File: src/rtl/mult_div_unit.sv
// Multi-cycle integer multiply/divide unit with HI/LO result registers.
// Signed and unsigned shift-add multiply and restoring divide, 33 cycles from start to result.
module mult_div_unit (
    input  logic        clock,
    input  logic        reset_n,
    input  logic        start,
    input  logic [1:0]  op,
    input  logic [0:31] rsData,
    input  logic [0:31] rtData,
    input  logic        mthi,
    input  logic        mtlo,
    input  logic [0:31] wrData,
    output logic        busy,
    output logic        done,
    output logic [0:31] hi,
    output logic [0:31] lo,
    output logic [1:0]  o_dbg_state
);

    typedef enum logic [1:0] {
        S_IDLE   = 2'd0,
        S_RUN    = 2'd1,
        S_FINISH = 2'd2
    } state_t;

    localparam logic [1:0] OP_MULT = 2'b00;
    localparam logic [1:0] OP_DIV  = 2'b10;

    state_t      r_state;
    state_t      w_next;
    logic [1:0]  r_op;
    logic        r_sign_a;
    logic        r_sign_b;
    logic [31:0] r_opa;
    logic [63:0] r_acc;
    logic [5:0]  r_cnt;
    logic [31:0] r_hi;
    logic [31:0] r_lo;
    logic        r_done;

    logic [31:0] w_rs;
    logic [31:0] w_rt;
    logic [31:0] w_wr;
    logic        w_signed;
    logic        w_rs_neg;
    logic        w_rt_neg;
    logic [31:0] w_rs_mag;
    logic [31:0] w_rt_mag;
    logic [32:0] w_mul_sum;
    logic [63:0] w_mul_next;
    logic [32:0] w_div_shift;
    logic [32:0] w_div_trial;
    logic [63:0] w_div_next;
    logic [63:0] w_prod_fix;
    logic [31:0] w_quo_fix;
    logic [31:0] w_rem_fix;

    assign w_rs     = rsData;
    assign w_rt     = rtData;
    assign w_wr     = wrData;
    assign w_signed = ~op[0];
    assign w_rs_neg = w_signed & w_rs[31];
    assign w_rt_neg = w_signed & w_rt[31];
    assign w_rs_mag = w_rs_neg ? (~w_rs + 32'd1) : w_rs;
    assign w_rt_mag = w_rt_neg ? (~w_rt + 32'd1) : w_rt;

    // Multiply: r_acc = {partial, multiplier}; low bit of multiplier selects the add, then shift right.
    assign w_mul_sum  = {1'b0, r_acc[63:32]} + (r_acc[0] ? {1'b0, r_opa} : 33'd0);
    assign w_mul_next = {w_mul_sum, r_acc[31:1]};

    // Divide: r_acc = {remainder, dividend/quotient}; borrow in bit 32 means restore.
    assign w_div_shift = {r_acc[63:32], r_acc[31]};
    assign w_div_trial = w_div_shift - {1'b0, r_opa};
    assign w_div_next  = w_div_trial[32] ? {w_div_shift[31:0], r_acc[30:0], 1'b0}
                                         : {w_div_trial[31:0], r_acc[30:0], 1'b1};

    // A zero divisor leaves the raw dividend in the remainder, so only the quotient needs forcing.
    assign w_prod_fix = (r_op == OP_MULT && (r_sign_a ^ r_sign_b)) ? (~r_acc + 64'd1) : r_acc;
    assign w_rem_fix  = (r_op == OP_DIV && r_sign_a) ? (~r_acc[63:32] + 32'd1) : r_acc[63:32];
    always_comb begin
        w_quo_fix = r_acc[31:0];
        if (r_opa == 32'd0) begin
            w_quo_fix = 32'hFFFF_FFFF;
        end else if (r_op == OP_DIV && (r_sign_a ^ r_sign_b)) begin
            w_quo_fix = ~r_acc[31:0] + 32'd1;
        end
    end

    always_ff @(posedge clock or negedge reset_n) begin
        if (!reset_n) begin
            r_state <= S_IDLE;
        end else begin
            r_state <= w_next;
        end
    end

    always_comb begin
        w_next = r_state;
        case (r_state)
            S_IDLE:   if (start) w_next = S_RUN;
            S_RUN:    if (r_cnt == 6'd31) w_next = S_FINISH;
            S_FINISH: w_next = S_IDLE;
            default:  w_next = S_IDLE;
        endcase
    end

    always_ff @(posedge clock or negedge reset_n) begin
        if (!reset_n) begin
            r_op     <= 2'b00;
            r_sign_a <= 1'b0;
            r_sign_b <= 1'b0;
            r_opa    <= 32'd0;
            r_acc    <= 64'd0;
            r_cnt    <= 6'd0;
            r_hi     <= 32'd0;
            r_lo     <= 32'd0;
            r_done   <= 1'b0;
        end else begin
            r_done <= (r_state == S_FINISH);
            case (r_state)
                S_IDLE: begin
                    if (start) begin
                        r_op     <= op;
                        r_sign_a <= w_rs_neg;
                        r_sign_b <= w_rt_neg;
                        r_cnt    <= 6'd0;
                        if (op[1]) begin
                            r_opa <= w_rt_mag;
                            r_acc <= {32'd0, w_rs_mag};
                        end else begin
                            r_opa <= w_rs_mag;
                            r_acc <= {32'd0, w_rt_mag};
                        end
                    end else begin
                        if (mthi) r_hi <= w_wr;
                        if (mtlo) r_lo <= w_wr;
                    end
                end
                S_RUN: begin
                    r_acc <= r_op[1] ? w_div_next : w_mul_next;
                    r_cnt <= r_cnt + 6'd1;
                end
                S_FINISH: begin
                    if (r_op[1]) begin
                        r_hi <= w_rem_fix;
                        r_lo <= w_quo_fix;
                    end else begin
                        r_hi <= w_prod_fix[63:32];
                        r_lo <= w_prod_fix[31:0];
                    end
                end
                default: ;
            endcase
        end
    end

    assign busy        = (r_state != S_IDLE);
    assign done        = r_done;
    assign hi          = r_hi;
    assign lo          = r_lo;
    assign o_dbg_state = r_state;

endmodule

File: config.mk
export PLATFORM = sky130hd
export DESIGN_NAME = mult_div_unit
export DESIGN_NICKNAME = d
export VERILOG_FILES = /design/src/rtl/mult_div_unit.sv
export SDC_FILE = /design/constraint.sdc
export NUM_CORES = 1
export LEC_CHECK = 0
export ABC_CLOCK_PERIOD_IN_PS = 6900
export BUFFER_PORTS_ARGS = -buffer_cell sky130_fd_sc_hd__buf_2
export CORE_ASPECT_RATIO = 0.7
export CORE_MARGIN = 1.5
export CORE_UTILIZATION = 50
export DETAILED_ROUTE_END_ITERATION = 10
export MAX_ROUTING_LAYER = met4
export PLACE_DENSITY = 0.81
export SLEW_MARGIN = 20
export SYNTH_ARGS = -nofsm -noshare
export SYNTH_HDL_FRONTEND = slang
export SYNTH_SLANG_ARGS = --single-unit
File: constraint.sdc
create_clock -name clock -period 6.9 [get_ports clock]
set_clock_uncertainty 0.05 [all_clocks]
set_input_delay 0.345 -clock clock [delete_from_list [all_inputs] [get_ports clock]]
set_output_delay 0.345 -clock clock [all_outputs]
set_load 0.01 [all_outputs]
==> impl_metrics.csv, run 1 <==
group,metric,value,unit
final_layout,n_fill_cell,2584,
final_layout,final_cell_mix,"o21ai_0 (218), nand2_1 (202), dfrtp_1 (172)",
timing,slew_viol_final,0,
logic_synthesis,synth_cell_type_count,77,
timing,final_hold_viol_count,0,
critical_path,r2r_start,"r_acc[0]$_DFFE_PN0P_",
logic_synthesis,synthesis.yosys.warnings,0,
logic_synthesis,syn_area_per_cell,8.004,um^2
place,gp_congestion,1.053,
logic_synthesis,synth_enable_flop_cells,0,
logic_synthesis,synthAdderAreaFrac,6.131,%
clock_tree,clock_sinks,173,
clock_tree,cts_buffer_depth,2,
logic_synthesis,yosysTopAreaCellShare,29.38,%
power_and_ir_drop,leakage,7.238,nW
timing,fmax,226.7,MHz
clock_tree,numCtsBuffers,17,
logic_synthesis,synth.largest_area_cell,"dfrtp_1",
global_route,grt_first_pass_wirelength,78.62,mm
clock_tree,cts_setup_buffers,0,
power_and_ir_drop,finalPower,7.960,mW
global_route,overflow,0,
global_route,first_global_vias,13320,
place,io_buffer_count,170,
clock_tree,root_buffer,"clkbuf_16",
timing,rsz0062_at_grt,"no",
clock_tree,path_clk_slew,0.07,ns
timing,fin_crit,4.411,ns
logic_synthesis,netlist_area,14740,um^2
logic_synthesis,syn_nets,2015,
logic_synthesis,synth-simple-area-share,18.01,%
routing,drt_pass1_iterations,8,
power_and_ir_drop,p_per_area,484.3,nW/um^2
floorplanning,ioPinCount,171,
place,dp_cells,2291,
logic_synthesis,ys_seq_area_share,29.38,%
logic_synthesis,synthFlopType,"dfrtp_1",
floorplanning,core,28950,um^2
timing,tightest_slew,1.134,ns
final_layout,design_area,16440,um^2
logic_synthesis,synthMuxAreaShare,6.224,%
clock_tree,cts_tree,"yes",
worst_hold_path,min_to,"lo[0]$_DFFE_PN0P_",
worst_hold_path,hold_path_depth,2,
critical_path,cp_max_fo,32,
place,place_area,15780,um^2
clock_tree,clk-insertion-delay-late,0.44,ns
floorplanning,die-area,30530,um^2
global_route,antenna_found_initial,0,
timing,min_period_over_period,63.93,%
critical_path,reg2reg_setup_slack,2.49,ns
power_and_ir_drop,max-vdd-ir-drop,0.3583,mV
logic_synthesis,synthXorXnorAreaFrac,10.34,%
routing,final_antenna_net_count,0,
logic_synthesis,synthesis.instances,1841,
final_layout,antenna_cells,0,
floorplanning,initial_core_util,50.89,%
critical_path,timing.rr.end,"hi[23]$_DFFE_PN0P_",
critical_path,start_kind,"flop",
floorplanning,chipWidth,208.2,um
logic_synthesis,async_flop_share,100.0,%
routing,vias,15020,
global_route,grt_max_degree,108,
place,dp.final_hpwl,40.20,mm
final_layout,fin_cells,2325,
timing,setup_viol,0,
worst_hold_path,hp-class,"in2reg",
logic_synthesis,synth_top_family_by_area,"compound AO/OA/AOI/OAI gates",
clock_tree,htreeDepth,4,
clock_tree,post_cts_resized,0,
floorplanning,rows,52,
clock_tree,holdBufCountCts,0,
global_route,grt_usage,34.37,%
logic_synthesis,synth.top_cells.by_area,"dfrtp_1 (29%), o21ai_0 (7.4%), mux2i_1 (6.0%), ha_1 (5.9%), xnor2_1 (5.6%)",
status,status,"completed",
routing,routedWlPerCell,22.30,um
timing,tns,0,ns
logic_synthesis,synth-compound-area-share,25.26,%
critical_path,cp-end-kind,"flop",
timing,slew-limit-headroom,24.33,%
routing,avgViaCountPerCell,6.461,
routing,drt_wl_total,51.86,mm
routing,drc,0,
final_layout,layout-drive-gt1-share,13.05,%
worst_hold_path,worst_hold_startpoint,"wrData[0]",
final_layout,fin_nets,2108,
critical_path,critPathKind,"reg2reg",
critical_path,r2r_cells,11,
final_layout,final_util,56.77,%
floorplanning,die_h,146.6,um
final_layout,syn2layout_area_growth,11.55,%
flow_run,drv_cap,0,
logic_synthesis,ys_ff_latch,173,
critical_path,required,7.14,ns
routing,drt_iter0_markers,2002,
critical_path,arrival,4.65,ns
final_layout,mostFrequentLayoutCell,"o21ai_0",
==> per-layer routing <==
| metal | part of all wire, % | global-route usage (%) |
|---|---|---|
| met1 | 46 | 51.02 |
| met5 | 0 | - |
| met2 | 39 | 45.50 |
| met3 | 12 | 9.056 |
| met4 | 2.7 | 8.613 |
==> cell type report <==
class | count | area [um^2] | area share [%]
multi-input combinational | 1489 | 9754 | 59.34
clock inverter | 13 | 183.9 | 1.119
sequential | 173 | 4330 | 26.35
timing repair buffer | 189 | 1022 | 6.219
tap | 378 | 473.0 | 2.877
inverter | 64 | 240.2 | 1.462
clock buffer | 19 | 432.9 | 2.634
==> through the flow <==
step | hold slack, ns | setup slack [ns]
2_1_floorplan | -0.0005911 | 3.641
3_3_place_gp | 0.4046 | 2.852
3_5_place_dp | 0.4083 | 2.698
4_1_cts | 0.03673 | 2.612
5_1_grt | 0.1149 | 2.071
6_report | 0.1153 | 2.489
==> worst max path at each step <==
stage,slack (ns),endpoint,start,cells after the start
after floorplan,3.64,r_acc[58]$_DFFE_PN0P_,r_acc[31]$_DFFE_PN0P_,15
after global placement,2.85,hi[11]$_DFFE_PN0P_,r_acc[0]$_DFFE_PN0P_,11
after detailed placement,2.70,hi[17]$_DFFE_PN0P_,r_acc[0]$_DFFE_PN0P_,11
after CTS,2.61,hi[23]$_DFFE_PN0P_,r_acc[0]$_DFFE_PN0P_,11
after global routing,2.07,hi[23]$_DFFE_PN0P_,r_acc[0]$_DFFE_PN0P_,11
final,2.49,hi[23]$_DFFE_PN0P_,r_acc[0]$_DFFE_PN0P_,11
==> registers in the layout, summed over array words and instances (netlist names) <==
| name | flops |
|---|---|
| done | 1 |
| hi | 32 |
| lo | 32 |
| o_dbg_state | 2 |
| r_acc | 64 |
| r_cnt | 6 |
| r_op | 2 |
| r_opa | 32 |
| r_sign_a | 1 |
| r_sign_b | 1 |
==> cell usage after synthesis, types with 3 or more instances <==
master	n
dfrtp_1	173
a21oi_1	127
o221ai_1	35
and2_1	12
o31ai_1	17
nand2b_1	26
o21bai_1	4
ha_1	69
buf_1	17
xor2_1	79
a211o_1	3
o21a_1	11
or2_2	5
or4_4	4
nor4_2	3
nor2b_1	14
o22ai_1	15
a21o_1	38
clkbuf_1	92
a22oi_1	20
o21ai_0	218
a211oi_1	11
nor3_1	29
inv_1	63
xnor2_1	95
o21ai_1	3
or3_1	9
nand4_1	15
or4_1	8
a221o_1	19
nor4_1	17
nand3_1	56
o211ai_1	18
mux2i_1	89
o41ai_1	14
a21boi_0	3
a221oi_1	4
and3_1	11
nand2_1	203
buf_2	4
nor2_1	133
a31oi_1	14
==> worst max-delay path, stage by stage (launching register included) <==
cell,delay [ns]
dfrtp_1,0.43
inv_1,0.84
ha_1,0.31
nand2b_1,0.10
nor4b_1,0.68
and3_1,0.32
nand2_1,0.11
o21ai_1,0.76
o21ai_0,0.25
xor2_1,0.21
nand2_1,0.10
o21ai_0,0.10
==> cell families after synthesis <==
| family | Yosys count |
|---|---|
| DFF | 173 |
| xor gates and xnor gates | 174 |
| buffers and inverters | 179 |
| AOI/OAI and AO/OA | 592 |
| adders and majority gates | 71 |
| and+or+nand+nor | 561 |
| muxes | 91 |
==> power breakdown <==
| group | leakage, nW | internal (mW) | switching, mW | total (mW) |
|---|---|---|---|---|
| sequential | 2.11 | 1.38 | 0.689 | 2.07 |
| clock | 0.295 | 0.581 | 0.458 | 1.04 |
| combinational | 4.83 | 1.94 | 2.91 | 4.85 |
| total | 7.24 | 3.90 | 4.06 | 7.96 |
Power figures use the tool's default switching activity.
==> run 2: changes to the inputs <==
--- a/config.mk
+++ b/config.mk
@@ -5,14 +5,15 @@
 export SDC_FILE = /design/constraint.sdc
 export NUM_CORES = 1
 export LEC_CHECK = 0
-export ABC_CLOCK_PERIOD_IN_PS = 6900
+export ABC_AREA = 1
+export ABC_CLOCK_PERIOD_IN_PS = 3800
 export BUFFER_PORTS_ARGS = -buffer_cell sky130_fd_sc_hd__buf_2
 export CORE_ASPECT_RATIO = 0.7
 export CORE_MARGIN = 1.5
 export CORE_UTILIZATION = 50
 export DETAILED_ROUTE_END_ITERATION = 10
 export MAX_ROUTING_LAYER = met4
-export PLACE_DENSITY = 0.81
+export PLACE_DENSITY = 0.83
 export SLEW_MARGIN = 20
 export SYNTH_ARGS = -nofsm -noshare
 export SYNTH_HDL_FRONTEND = slang
==> constraint.sdc (replaced) <==
create_clock -name clock -period 3.8 [get_ports clock]
set_clock_uncertainty 0.05 [all_clocks]
set_input_delay 0.19 -clock clock [delete_from_list [all_inputs] [get_ports clock]]
set_output_delay 0.19 -clock clock [all_outputs]
set_load 0.01 [all_outputs]
==> run 2 against run 1 <==
Net effect:
- combinational power rose to 2.9 times the previous value
- via count up 41%
- synthesized area up 21%
- final area up 21%
- worst setup slack worse by 1.9 ns
- power rose to 2.6 times the previous value
- global-route usage up 5.5 points
- die area up 20%
- clock-buffer cell count down 2
- core utilization up 0.093 points
==> impl_metrics.csv, run 2 <==
group,metric,value,unit
logic_synthesis,netlist_area,17810,um^2
routing,drc,0,
final_layout,design_area,19830,um^2
routing,vias,21250,
clock_tree,path_clk_slew,0.09,ns
final_layout,syn2layout_area_growth,11.37,%
logic_synthesis,synth_top_family_by_area,"simple AND/OR/NAND/NOR gates",
final_layout,largest_reg_flops,64,
logic_synthesis,synthFlopType,"dfrtp_1",
logic_synthesis,yosysTopAreaCellShare,24.31,%
floorplanning,die_h,160.9,um
logic_synthesis,syn_area_per_cell,5.850,um^2
global_route,first_global_vias,18720,
logic_synthesis,ys_seq_area_share,24.31,%
logic_synthesis,synthTopCellsByCount,"nand2_1 (1038), inv_1 (406), nor2_1 (303)",
logic_synthesis,synthesis.instances,3044,
timing,rsz0062_at_grt,"no",
flow_run,drv_cap,0,
logic_synthesis,synth-compound-area-share,15.29,%
clock_tree,clk-insertion-delay-late,0.47,ns
floorplanning,core,34870,um^2
global_route,grt_first_pass_wirelength,109.1,mm
timing,slew_viol_final,0,
critical_path,cp-end-kind,"flop",
final_layout,fin_nets,3354,
clock_tree,holdBufCountCts,12,
logic_synthesis,synthMuxAreaShare,0.05621,%
critical_path,arrival,3.52,ns
place,dp_cells,3621,
worst_hold_path,hp-class,"in2reg",
logic_synthesis,ys_ff_latch,173,
final_layout,mostFrequentLayoutCell,"nand2_1",
routing,routedWlPerCell,19.75,um
final_layout,final_cell_mix,"nand2_1 (1038), inv_1 (406), nor2_1 (301)",
logic_synthesis,syn_nets,3218,
final_layout,fin_cells,3666,
clock_tree,cts_tree,"yes",
floorplanning,die-area,36770,um^2
timing,tns,0,ns
global_route,antenna_found_initial,0,
floorplanning,initial_core_util,51.06,%
place,dp.final_hpwl,57.92,mm
logic_synthesis,synth_cell_type_count,54,
timing,min_period_over_period,85.05,%
timing,setup_slack,0.5679,ns
logic_synthesis,synth.most_common_cell,"nand2_1",
final_layout,regMostFlops,"r_acc",
clock_tree,numCtsBuffers,17,
floorplanning,chipWidth,228.6,um
logic_synthesis,synthAdderAreaFrac,5.073,%
routing,drt_wl_total,72.41,mm
logic_synthesis,synthXorXnorAreaFrac,3.886,%
global_route,grt_max_degree,74,
critical_path,start_kind,"flop",
power_and_ir_drop,p_per_area,1024,nW/um^2
global_route,overflow,0,
clock_tree,post_cts_resized,0,
place,gp_congestion,1.027,
timing,slew-limit-headroom,49.29,%
place,dpl_worst_slack,0.7574,ns
floorplanning,rows,57,
timing,fin_crit,3.232,ns
power_and_ir_drop,max-vdd-ir-drop,0.8101,mV
timing,setup_viol,0,
critical_path,cp_max_fo,7,
critical_path,critPathKind,"reg2reg",
logic_synthesis,synth.largest_area_cell,"dfrtp_1",
place,place_area,19080,um^2
final_layout,layout-drive-gt1-share,9.114,%
clock_tree,htreeDepth,4,
routing,drt_iter0_markers,3360,
place,io_buffer_count,170,
logic_synthesis,synth.top_cells.by_area,"dfrtp_1 (24%), nand2_1 (22%), inv_1 (8.6%), nand3_1 (7.4%), nor2_1 (6.4%)",
routing,avgViaCountPerCell,5.798,
status,status,"completed",
logic_synthesis,synthesis.yosys.warnings,0,
logic_synthesis,synth_enable_flop_cells,0,
clock_tree,root_buffer,"clkbuf_16",
power_and_ir_drop,finalPower,20.31,mW
final_layout,n_fill_cell,3563,
logic_synthesis,synth-simple-area-share,40.14,%
power_and_ir_drop,leakage,10.63,nW
clock_tree,clock_sinks,173,
routing,drt_pass1_iterations,8,
global_route,grt_usage,39.90,%
timing,final_hold_viol_count,0,
routing,final_antenna_net_count,0,
timing,fmax,309.4,MHz
timing,tightest_slew,0.7606,ns
floorplanning,ioPinCount,171,
clock_tree,cts_buffer_depth,2,
clock_tree,cts_setup_buffers,0,
logic_synthesis,async_flop_share,100.0,%
critical_path,required,4.09,ns
-- run 2: cell types whose count changed in the layout (fill, tap and decap cells not counted), moves of 22 or more --
cell / change
nor2_1: +170
inv_1: +344
o21ai_0: -47
nand3_1: +207
o21ai_1: +23
xnor2_1: -72
xor2_1: -22
o221ai_1: -25
a21o_1: -29
a21oi_1: +29
o21bai_1: +22
mux2i_1: -88
nand2_1: +836
nand2b_1: -24
-- run 2: path summary, 6_finish.rpt --
path                                         endpoint  slack, ns                  start  cells after the start
max                             r_acc[55]$_DFFE_PN0P_       0.57  r_acc[31]$_DFFE_PN0P_                     17
min                              r_opa[5]$_DFFE_PN0P_      0.008             rtData[26]                      4
max reg2reg                     r_acc[55]$_DFFE_PN0P_       0.57  r_acc[31]$_DFFE_PN0P_                     17
min reg2reg                o_dbg_state[1]$_DFFE_PN0P_       0.42   r_cnt[5]$_DFFE_PN0P_                      1
max in group asynchronous        r_cnt[0]$_DFFE_PN0P_       2.52                reset_n                      3
min in group asynchronous          hi[11]$_DFFE_PN0P_       0.23                reset_n                      2
-- run 2: critical path, cell delays in order (launching register included) --
cell and delay (ns):
dfrtp_1 0.45, inv_1 0.22, ha_1 0.29, fa_1 0.37, inv_1 0.07, nand2_1 0.06, nand2_1 0.09, nand3_1 0.09
nand2_2 0.13, nand2_1 0.07, nand2_2 0.09, nand2_4 0.07, nand3_2 0.11, nand3_1 0.44, o21ai_0 0.25, nand2_1 0.09
nand2_1 0.07, nand2_1 0.06
-- run 2: layout make-up --
type	instances	area (um^2)	share of cell area, %
diodes	1	2.502	0.01262
multi-input cells	2355	11490	57.92
clock buffers	17	425.4	2.145
inverters	422	1584	7.987
clock inverters	15	205.2	1.035
flip-flops and latches	173	4330	21.84
repair buffers	211	1207	6.088
well taps	472	590.6	2.978
-- run 2: report_power, final --
part	leakage (nW)	switching, mW	internal, mW
Combinational	8.25	9.47	4.62
Sequential	2.07	1.51	2.78
Clock	0.308	0.965	0.969
Total	10.6	11.9	8.36
-- run 2: layer usage --
| metal | vias to the layer above | track usage [%] | wire length (um) | share of wire (%) |
|---|---|---|---|---|
| met5 | - | - | 0 | 0 |
| met4 | 0 | 8.669 | 1593 | 2.2 |
| met3 | 131 | 14.35 | 11000 | 15 |
| met2 | 1409 | 53.07 | 28350 | 39 |
| met1 | 9674 | 56.92 | 31460 | 43 |
| li1 | 10040 | - | - | - |
-- run 2: stage by stage --
step	util [%]	hold WS [ns]
after floorplan	-	-0.1556
after global placement	54.71	0.1880
after detailed placement	54.71	0.1905
after CTS	56.86	0.003881
after global routing	56.86	0.03051
final	56.87	0.007824
-- run 2: cells by family (layout without fill, tap and decap cells) --
group / count (synthesis) / after routing
compound gates: 477 / 477
buf+inv: 516 / 665
other cells: 0 / 1
simple gates: 1727 / 1727
mux: 1 / 1
fa+ha+maj: 71 / 71
flops: 173 / 173
xor+xnor: 79 / 79
